===== config.mk =====
export PLATFORM = sky130hd
export DESIGN_NAME = wchb_arbiter_ctrl
export DESIGN_NICKNAME = d
export VERILOG_FILES = /design/src/rtl/wchb_arb_pkg.sv /design/src/rtl/wchb_arbiter_ctrl_sync_ff.sv /design/src/rtl/wchb_arbiter_ctrl.sv
export SDC_FILE = /design/constraint.sdc
export NUM_CORES = 1
export LEC_CHECK = 0
export ABC_AREA = 1
export CORE_MARGIN = 1
export CORE_UTILIZATION = 40
export DETAILED_ROUTE_END_ITERATION = 6
export HOLD_SLACK_MARGIN = 0.06
export PLACE_DENSITY = 0.77
export SLEW_MARGIN = 20
export SYNTH_ARGS = -nofsm -noshare
export SYNTH_HDL_FRONTEND = slang
export SYNTH_SLANG_ARGS = --single-unit
export TNS_END_PERCENT = 5

===== constraint.sdc =====
create_clock -name clk -period 2.5 [get_ports clk]
set_input_delay 0.25 -clock clk [delete_from_list [all_inputs] [get_ports clk]]
set_output_delay 0.25 -clock clk [all_outputs]
set_load 0.01 [all_outputs]

===== src/rtl/wchb_arb_pkg.sv =====
// Shared definitions for the WCHB round-robin arbiter controller.
//   state_t : handshake FSM states (IDLE, SETUP, REQ_HI, REQ_LO)
//   DEF_*   : default parameter values used by wchb_arbiter_ctrl
package wchb_arb_pkg;

  typedef enum logic [1:0] {
    IDLE   = 2'd0,
    SETUP  = 2'd1,
    REQ_HI = 2'd2,
    REQ_LO = 2'd3
  } state_t;

  localparam int DEF_N_REQ          = 4;
  localparam int DEF_WIDTH          = 32;
  localparam int DEF_SYNC_STAGES    = 2;
  localparam int DEF_TIMEOUT_CYCLES = 256;

endpackage


===== src/rtl/wchb_arbiter_ctrl_sync_ff.sv =====
// sync_ff: multi-flop synchronizer for a single asynchronous bit.
// Ports:
//   clk   in  clock
//   rst_n in  asynchronous active-low reset, chain clears to 0
//   d     in  asynchronous input
//   q     out synchronized output, STAGES cycles behind d
module sync_ff #(
  parameter int STAGES = 2
) (
  input  logic clk,
  input  logic rst_n,
  input  logic d,
  output logic q
);

  logic [STAGES-1:0] chain;

  // NOTE: a flop chain uses non-blocking assignments so every stage samples
  // its predecessor's pre-edge value; blocking would collapse the chain.
  always_ff @(posedge clk or negedge rst_n) begin
    if (!rst_n) begin
      chain <= '0;
    end else begin
      chain <= {chain[STAGES-2:0], d};
    end
  end

  assign q = chain[STAGES-1];

endmodule


===== src/rtl/wchb_arbiter_ctrl.sv =====
// wchb_arbiter_ctrl: round-robin arbiter that shares one 4-phase
// (return-to-zero, bundled-data) WCHB input channel among N_REQ
// synchronous requesters.
// Ports:
//   clk, rst_n  clock, asynchronous active-low reset
//   i_valid     per-requester request, held until its o_ready pulse
//   i_data      per-requester payload, requester k at [k*WIDTH +: WIDTH]
//   o_ready     one-cycle pulse when requester k's transfer completes
//   o_grant     one-hot current owner, 0 when idle
//   o_busy      handshake in progress
//   o_req       registered 4-phase request into the channel
//   i_ack       asynchronous 4-phase acknowledge from the channel
//   o_data      bundled data, held from SETUP until the next grant
//   o_timeout   sticky watchdog flag
// Build option: define WCHB_ARB_TIMEOUT_EN to enable the watchdog counter;
// otherwise o_timeout is tied to 0.
module wchb_arbiter_ctrl
  import wchb_arb_pkg::*;
#(
  parameter int N_REQ          = DEF_N_REQ,
  parameter int WIDTH          = DEF_WIDTH,
  parameter int SYNC_STAGES    = DEF_SYNC_STAGES,
  parameter int TIMEOUT_CYCLES = DEF_TIMEOUT_CYCLES
) (
  input  logic                   clk,
  input  logic                   rst_n,
  input  logic [N_REQ-1:0]       i_valid,
  input  logic [N_REQ*WIDTH-1:0] i_data,
  output logic [N_REQ-1:0]       o_ready,
  output logic [N_REQ-1:0]       o_grant,
  output logic                   o_busy,
  output logic                   o_req,
  input  logic                   i_ack,
  output logic [WIDTH-1:0]       o_data,
  output logic                   o_timeout
);

  localparam int IDX_W = $clog2(N_REQ);
  localparam logic [IDX_W-1:0] LAST = IDX_W'(N_REQ - 1);

  state_t           state;
  logic [IDX_W-1:0] ptr;
  logic [IDX_W-1:0] pick;
  logic             ack_s;

  // First valid requester at or after 'start', wrapping around.
  function automatic logic [IDX_W-1:0] rr_pick(input logic [N_REQ-1:0] valid,
                                               input logic [IDX_W-1:0] start);
    logic [IDX_W-1:0] sel;
    logic             found;
    int               idx;
    sel   = start;
    found = 1'b0;
    for (int i = 0; i < N_REQ; i++) begin
      idx = (int'(start) + i) % N_REQ;
      if (!found && valid[idx]) begin
        sel   = IDX_W'(idx);
        found = 1'b1;
      end
    end
    return sel;
  endfunction

  assign pick   = rr_pick(i_valid, ptr);
  assign o_busy = (state != IDLE);

  sync_ff #(.STAGES(SYNC_STAGES)) u_ack_sync (
    .clk   (clk),
    .rst_n (rst_n),
    .d     (i_ack),
    .q     (ack_s)
  );

  // Async reset clears o_req at once, even mid-handshake. A grant is only
  // issued once the channel has returned to zero (ack_s low), so a reset that
  // interrupts a handshake never starts a new one on a stale acknowledge.
  always_ff @(posedge clk or negedge rst_n) begin
    if (!rst_n) begin
      state   <= IDLE;
      ptr     <= '0;
      o_req   <= 1'b0;
      o_grant <= '0;
      o_ready <= '0;
      o_data  <= '0;
    end else begin
      o_ready <= '0;
      unique case (state)
        IDLE: begin
          if (|i_valid && !ack_s) begin
            state   <= SETUP;
            o_data  <= i_data[int'(pick)*WIDTH +: WIDTH];
            o_grant <= N_REQ'(1) << pick;
            ptr     <= (pick == LAST) ? '0 : pick + IDX_W'(1);
          end
        end
        // One full cycle of data setup before the request edge.
        SETUP: begin
          state <= REQ_HI;
          o_req <= 1'b1;
        end
        REQ_HI: begin
          if (ack_s) begin
            state <= REQ_LO;
            o_req <= 1'b0;
          end
        end
        REQ_LO: begin
          if (!ack_s) begin
            state   <= IDLE;
            o_ready <= o_grant;
            o_grant <= '0;
          end
        end
        default: state <= IDLE;
      endcase
    end
  end

`ifdef WCHB_ARB_TIMEOUT_EN
  localparam int CNT_W = $clog2(TIMEOUT_CYCLES + 1);
  localparam logic [CNT_W-1:0] CNT_LAST = CNT_W'(TIMEOUT_CYCLES - 1);

  logic [CNT_W-1:0] tcnt;
  logic             entering;
  logic             waiting;

  // Counter restarts on entry to each wait phase and counts cycles spent
  // waiting for the acknowledge to toggle; it saturates, the flag is sticky.
  assign entering = (state == SETUP) || (state == REQ_HI && ack_s);
  assign waiting  = (state == REQ_HI && !ack_s) || (state == REQ_LO && ack_s);

  always_ff @(posedge clk or negedge rst_n) begin
    if (!rst_n) begin
      tcnt      <= '0;
      o_timeout <= 1'b0;
    end else if (entering) begin
      tcnt <= '0;
    end else if (waiting) begin
      if (tcnt != CNT_LAST) tcnt <= tcnt + CNT_W'(1);
      if (tcnt == CNT_LAST) o_timeout <= 1'b1;
    end
  end
`else
  localparam int unused_timeout_cycles = TIMEOUT_CYCLES;
  assign o_timeout = 1'b0;
`endif

endmodule


## Word-level counts from Yosys, hierarchy flattened

Cells that the tools add are included.

- Flip-flop bits (word level): 47
- Bits in latches: 0
- Bits in writable memories: 0
- ROM bits: 0
- Bits of input ports: 135
- Output and inout bits: 43
- Word-level logic and storage cells: 76
- Memories: 0

- Add/subtract/negate cells: 4
- Multipliers: 0
- Divide/modulo/power cells: 0
- Magnitude comparators: 4
- Equal/unequal tests: 7
- Shift operators: 2
- Mux-type cells: 29
- Bitwise logic cells: 3
- Reductions and logical operators: 20

Operators by type and width:

| kind | count |
|---|---|
| 128-bit by 8-bit indexed part select with 32-bit output | 1 |
| 4-bit 2-to-1 mux | 4 |
| 2-bit 2-to-1 mux | 7 |
| 3-bit by 4-bit < comparator with 1-bit output, second input constant | 3 |
| 1-bit 2-to-1 mux | 11 |
| 1-bit binary-select mux with 2-bit select | 4 |
| 2-bit one-hot mux with 4 select lines | 1 |
| 4-bit one-hot mux with 2 select lines | 1 |
| 2-bit == test, second input constant | 3 |
| 3-bit AND reduction | 2 |
| 2-bit nonzero test | 3 |
| 2-bit OR reduction | 3 |
| 2-bit by 1-bit adder with 2-bit output, second input constant | 2 |
| 2-bit adder, second input constant | 2 |
| 1-bit logical AND | 4 |
| 1-bit zero test | 4 |
| 2-bit != test, second input constant | 2 |
| 2-bit AND reduction | 2 |
| 4-bit OR reduction | 1 |
| 1-bit by 2-bit << shifter with 4-bit output, first input constant | 1 |
| 1-bit AND, first input constant | 3 |
| 2-bit by 3-bit < comparator with 1-bit output, second input constant | 1 |
| 2-bit by 1-bit == test with 1-bit output, second input constant | 1 |
| 2-bit zero test | 1 |
| 2 further kinds | 2 |

## Depth between registers and ports, before layout

Gate-level depths: netlist of the first run.

- Depth in word-level cells: 17
- Gate-level depth with buffers: 18
- Depth with buffers taken out: 15

## Hierarchy

Synthesis of the first run repeated with hierarchy kept, for this count alone.

- Cell total of the unflattened synthesis: 603
- Area total of the unflattened synthesis: 4,022.6 um2

Modules (own cells, without submodules):

| module | times used | cells each | area an instance (um2) | seq. area each (um2) |
|---|---|---|---|---|
| wchb_arbiter_ctrl | 1 | 601 | 3,972.6 | 1,126.1 |
| sync_ff | 1 | 2 | 50.0 | 50.0 |

## Worst setup path before layout of the first run

Ideal clock, no wire load.

- Kind: flip-flop to flip-flop
- Start point: register ptr[0]
- End point: register ptr[1]
- Library setup time: 0.136 ns
- Data arrival time: 1.887 ns
- Required time: 2.364 ns
- Setup slack: 0.477 ns
- Stages on the path, launching flop included: 17
- Path buffers: 3
- Period minus slack after synthesis: 2.023 ns
- Cell sequence: dfrtp_1 inv_2 buf_6 nand2_1 nand2_2 nand2_1 nand2_1 nand2_2 inv_2 nand2_4 nand2_4 buf_8 buf_8 nand2_2 ha_1 nand2_1 o21ai_0

- Cells in the longest elaborated chain, start to end: 14
- Elaborated cells between the ends (all ways): 29
- Classes of those cells: add/sub: 4; eq/ne: 1; mux: 18; reduce/logical: 6

Ends and longest elaborated chain:

| element | RTL line | source |
|---|---|---|
| start: declaration | wchb_arbiter_ctrl.sv:42 | `logic [IDX_W-1:0] ptr;` |
| start signal: assignment | wchb_arbiter_ctrl.sv:93 | `ptr <= (pick == LAST) ? '0 : pick + IDX_W'(1);` |
| 2-bit by 1-bit adder with 2-bit output or 1-bit binary-select mux with 2-bit select (tied branches) | wchb_arbiter_ctrl.sv:55, wchb_arbiter_ctrl.sv:56 |  |
| 1-bit binary-select mux with 2-bit select or 1-bit 2-to-1 mux (tied branches) | wchb_arbiter_ctrl.sv:56 | `if (!found && valid[idx]) begin` |
| 1-bit 2-to-1 mux (implied by the code) | wchb_arbiter_ctrl.sv:56 |  |
| 1-bit 2-to-1 mux (implied by the code) or 1-bit zero test (tied branches) | wchb_arbiter_ctrl.sv:56 |  |
| 1-bit logical AND | wchb_arbiter_ctrl.sv:56 |  |
| 1-bit 2-to-1 mux | wchb_arbiter_ctrl.sv:56 |  |
| 1-bit zero test | wchb_arbiter_ctrl.sv:56 |  |
| 1-bit logical AND | wchb_arbiter_ctrl.sv:56 |  |
| 1-bit 2-to-1 mux | wchb_arbiter_ctrl.sv:56 |  |
| 1-bit zero test | wchb_arbiter_ctrl.sv:56 |  |
| 1-bit logical AND | wchb_arbiter_ctrl.sv:56 |  |
| 2-bit 2-to-1 mux (*) | wchb_arbiter_ctrl.sv:56 |  |
| 2-bit by 1-bit adder with 2-bit output or 2-bit == test (tied branches) | wchb_arbiter_ctrl.sv:93 |  |
| 2-bit 2-to-1 mux (*) | wchb_arbiter_ctrl.sv:93 |  |

Mark *: on every way between the ends. The rest lies on a longest branch, timed or not. The select of a mux whose other input is x is not followed.
A chain may end at the register's enable or synchronous reset.

## Worst setup path after layout of the first run

- Start point: register ptr[1]
- End point: register o_data[11]

- Cells in the longest elaborated chain, start to end: 13
- Elaborated cells between the ends (all ways): 27
- Classes of those cells: add/sub: 3; shift: 1; mux: 17; reduce/logical: 6

Ends and longest elaborated chain:

| element | RTL line | source |
|---|---|---|
| 2-bit by 1-bit adder with 2-bit output or 1-bit binary-select mux with 2-bit select (tied branches) | wchb_arbiter_ctrl.sv:55, wchb_arbiter_ctrl.sv:56 |  |
| 1-bit binary-select mux with 2-bit select or 1-bit 2-to-1 mux (tied branches) | wchb_arbiter_ctrl.sv:56 |  |
| 1-bit 2-to-1 mux (implied by the code) | wchb_arbiter_ctrl.sv:56 |  |
| 1-bit 2-to-1 mux (implied by the code) or 1-bit zero test (tied branches) | wchb_arbiter_ctrl.sv:56 |  |
| 1-bit logical AND | wchb_arbiter_ctrl.sv:56 |  |
| 1-bit 2-to-1 mux | wchb_arbiter_ctrl.sv:56 |  |
| 1-bit zero test | wchb_arbiter_ctrl.sv:56 |  |
| 1-bit logical AND | wchb_arbiter_ctrl.sv:56 |  |
| 1-bit 2-to-1 mux | wchb_arbiter_ctrl.sv:56 |  |
| 1-bit zero test | wchb_arbiter_ctrl.sv:56 |  |
| 1-bit logical AND | wchb_arbiter_ctrl.sv:56 |  |
| 2-bit 2-to-1 mux (*) | wchb_arbiter_ctrl.sv:56 |  |
| 128-bit by 8-bit indexed part select with 32-bit output (*) | wchb_arbiter_ctrl.sv:91 | `o_data <= i_data[int'(pick)*WIDTH +: WIDTH];` |
| end signal: assignment | wchb_arbiter_ctrl.sv:91 |  |
| end: declaration | wchb_arbiter_ctrl.sv:34 | `output logic [WIDTH-1:0] o_data,` |

Marked as above.

==> flow_metrics.tcl, run 1 <==
set metrics [dict create \
    met1_length_mm 5.59 \
    synthesis.area_um2 3980 \
    grt_pass1_wl_mm 20.8 \
    critPathMaxFanout 30 \
    wl_met3_mm 1.16 \
    powerDensity_nw_per_um2 1290 \
    fp-row-count 36 \
    min_path_type "reg -> reg" \
    nFillCells 899 \
    cts_buffers 5 \
    multi_input_area_um2 2460 \
    track_usage_pct 25.7 \
    postSynthAreaPerCell_um2 6.61 \
    max_freq_mhz 443 \
    fin_crit_ns 2.26 \
    post_cts_buffers 0 \
    pin_count 178 \
    synth_top_area_share_pct 29.6 \
    seq_area_um2 1180 \
    drt_pass1_iterations 5 \
    nets 901 \
    crit_type "reg -> reg" \
    ant_nets 0 \
    grt_max_degree 36 \
    critPathRequiredTime_ns 2.74 \
    end_kind "register" \
    status "finished clean" \
    final_cell_area_um2 5920 \
    final.setup.worst_slack_ns 0.244 \
    tritoncts "done" \
    place_ws_ns 0.0734 \
    wirelength_mm 13.5 \
    ys_ff_latch 47 \
    vias 4512 \
    final_cell_mix "nand2_1 (304), clkdlybuf4s50_1 (175), nand3_1 (92), nand3_2 (51), dfrtp_1 (47)" \
    max-clock-path-buffers 2 \
    utilization_pct 60.9 \
    die_y_um 102 \
    gp_congestion 0.863 \
    die_w_um 102 \
    tns_ns 0 \
    wl_per_cell_um 15.1 \
    yosysSeqAreaShare_pct 29.6 \
    layout_commonest_cell "nand2_1" \
    clkTransAtPathRegs_ns 0.09 \
    drv_slew 0 \
    p_leak_nw 3.06 \
    rsz0062_at_grt "no" \
    synth.area.top_cells "dfrtp_1 (30%), nand2_1 (29%), nand3_2 (13%), nand3_1 (12%), buf_2 (2.8%)" \
    drive_above_1_share_pct 13.3 \
    top_layer_used "met4" \
    cts-root-buf "clkbuf_8" \
    synthToLayoutAreaGrowth_pct 48.8 \
    clock-sinks 47 \
    crit_arrival_ns 2.49 \
    wl_met2_mm 6.56 \
    hpwl_mm 10.0 \
    final-setup-viol-count 0 \
    drt_iter0_drc 213 \
    htreeDepth 2 \
    hold_violations 0 \
    clk_latency_ns 0.30 \
    die_area_um2 10400 \
    synthDistinctLibCells 25 \
    yosysWarnings 0 \
    routed_via_density 5.04 \
    cp-start-kind "register" \
    skew_ns 0.00818 \
    antenna_found_initial 0 \
    grt_pass1_vias 4171 \
    synth_fp_nets 742 \
    peakVddDrop_uv 1020 \
    initial_core_util_pct 40.9 \
    finalCritPeriodShare_pct 90.2 \
    synth_area_leader_cell "dfrtp_1" \
    placed_cell_area_um2 5790 \
    drv_cap 0 \
    drc_errors 0 \
    numPortBuffers 176 \
    antenna_cells 0 \
    synthCells 602 \
    grt_remaining_overflow 0 \
    core_area_um2 9730 \
]
## report_power, final
group          internal [mW]  switching, mW
Sequential              1.06          0.185
Clock                  0.197          0.267
Combinational           2.32           3.63
## layout make-up
| class | instances | area share [%] |
|---|---|---|
| clock inverters | 3 | 0.317 |
| repair buffers | 193 | 33.0 |
| multi-input cells | 493 | 41.5 |
| clock buffers | 5 | 1.16 |
| well taps | 133 | 2.81 |
| inverters | 21 | 1.33 |
| flip-flops and latches | 47 | 19.9 |
## Yosys cell counts
cell type	instances
nand3_2	51
buf_12	2
ha_1	5
buf_8	4
nand2_4	4
inv_2	5
nor3_1	1
nor2_4	1
a21oi_1	2
nand2_2	14
nor2_1	8
buf_6	3
a22oi_1	1
buf_4	6
clkinv_1	1
clkbuf_1	4
dfrtp_1	47
inv_1	15
buf_2	22
o22ai_1	1
nand2_1	304
o21ai_1	2
nand3_1	92
o21ai_0	6
conb_1	1
## flip-flops by register name, indices dropped and copies added (netlist names)
name	count
state	2
o_req	1
ptr	2
o_grant	4
u_ack_sync.chain	2
o_data	32
o_ready	4
## kinds of logic after synthesis
group                      after synthesis  synth area share [%]
AOI/OAI and AO/OA                       12                  1.60
adders and majority gates                5                  1.57
buffers and inverters                   62                  9.62
DFF                                     47                  29.6
other                                    1                0.0942
and+or+nand+nor                        475                  57.6
## stage by stage
| stage | hold WS, ns | std cells | total power [mW] |
|---|---|---|---|
| final | 0.366 | 895 | 7.66 |
| after detailed placement | 0.214 | 886 | 7.10 |
| after floorplan | -0.0456 | 602 | 5.47 |
| after global placement | 0.214 | 886 | 6.97 |
| after global routing | 0.373 | 895 | 8.42 |
| after CTS | 0.372 | 895 | 7.59 |
## path summary, 6_finish.rpt
kind	start	cells after the start	endpoint	slack (ns)
worst max-delay path	ptr[1]	16	o_data[11]	0.24
worst min-delay path	u_ack_sync.chain[0]	0	u_ack_sync.chain[1]	0.37
worst max register to register	ptr[1]	16	o_data[11]	0.24
worst min register to register	u_ack_sync.chain[0]	0	u_ack_sync.chain[1]	0.37
max in group asynchronous	rst_n	3	o_data[9]	1.47
min in group asynchronous	rst_n	2	ptr[0]	0.41
## critical path, stage by stage (launching register included)
cell     delay [ns]
dfrtp_1        0.49
inv_2          0.18
nand2_1        0.08
nand2_2        0.11
nand2_1        0.07
nand2_2        0.10
nand2_2        0.07
nand2_1        0.06
nand2_1        0.14
nand2_8        0.20
buf_12         0.21
nand3_1        0.08
nand2_1        0.11
nand2_1        0.06
nand2_1        0.08
nand2_1        0.07
nand2_1        0.08
## routing by layer
layer	global-route usage (%)	up-vias
li1	-	2231
met1	32.7	2067
met2	43.8	194
met3	5.45	20
met4	7.13	0
met5	0	-
## repair_timing
| item | CTS | global route |
|---|---|---|
| gates resized for setup | 0 | 6 |
| hold buffers | 1 | 0 |
| hold endpoints to repair | 15 | 0 |
| endpoints found under the setup margin | 0 | 11 |
Power figures use the tool's default switching activity.
==> run 2: changes to the inputs <==
CAP_MARGIN = 20   (was default)
==> results of run 2 <==
The final DEF is identical to that of run 1; final timing and power are the same.
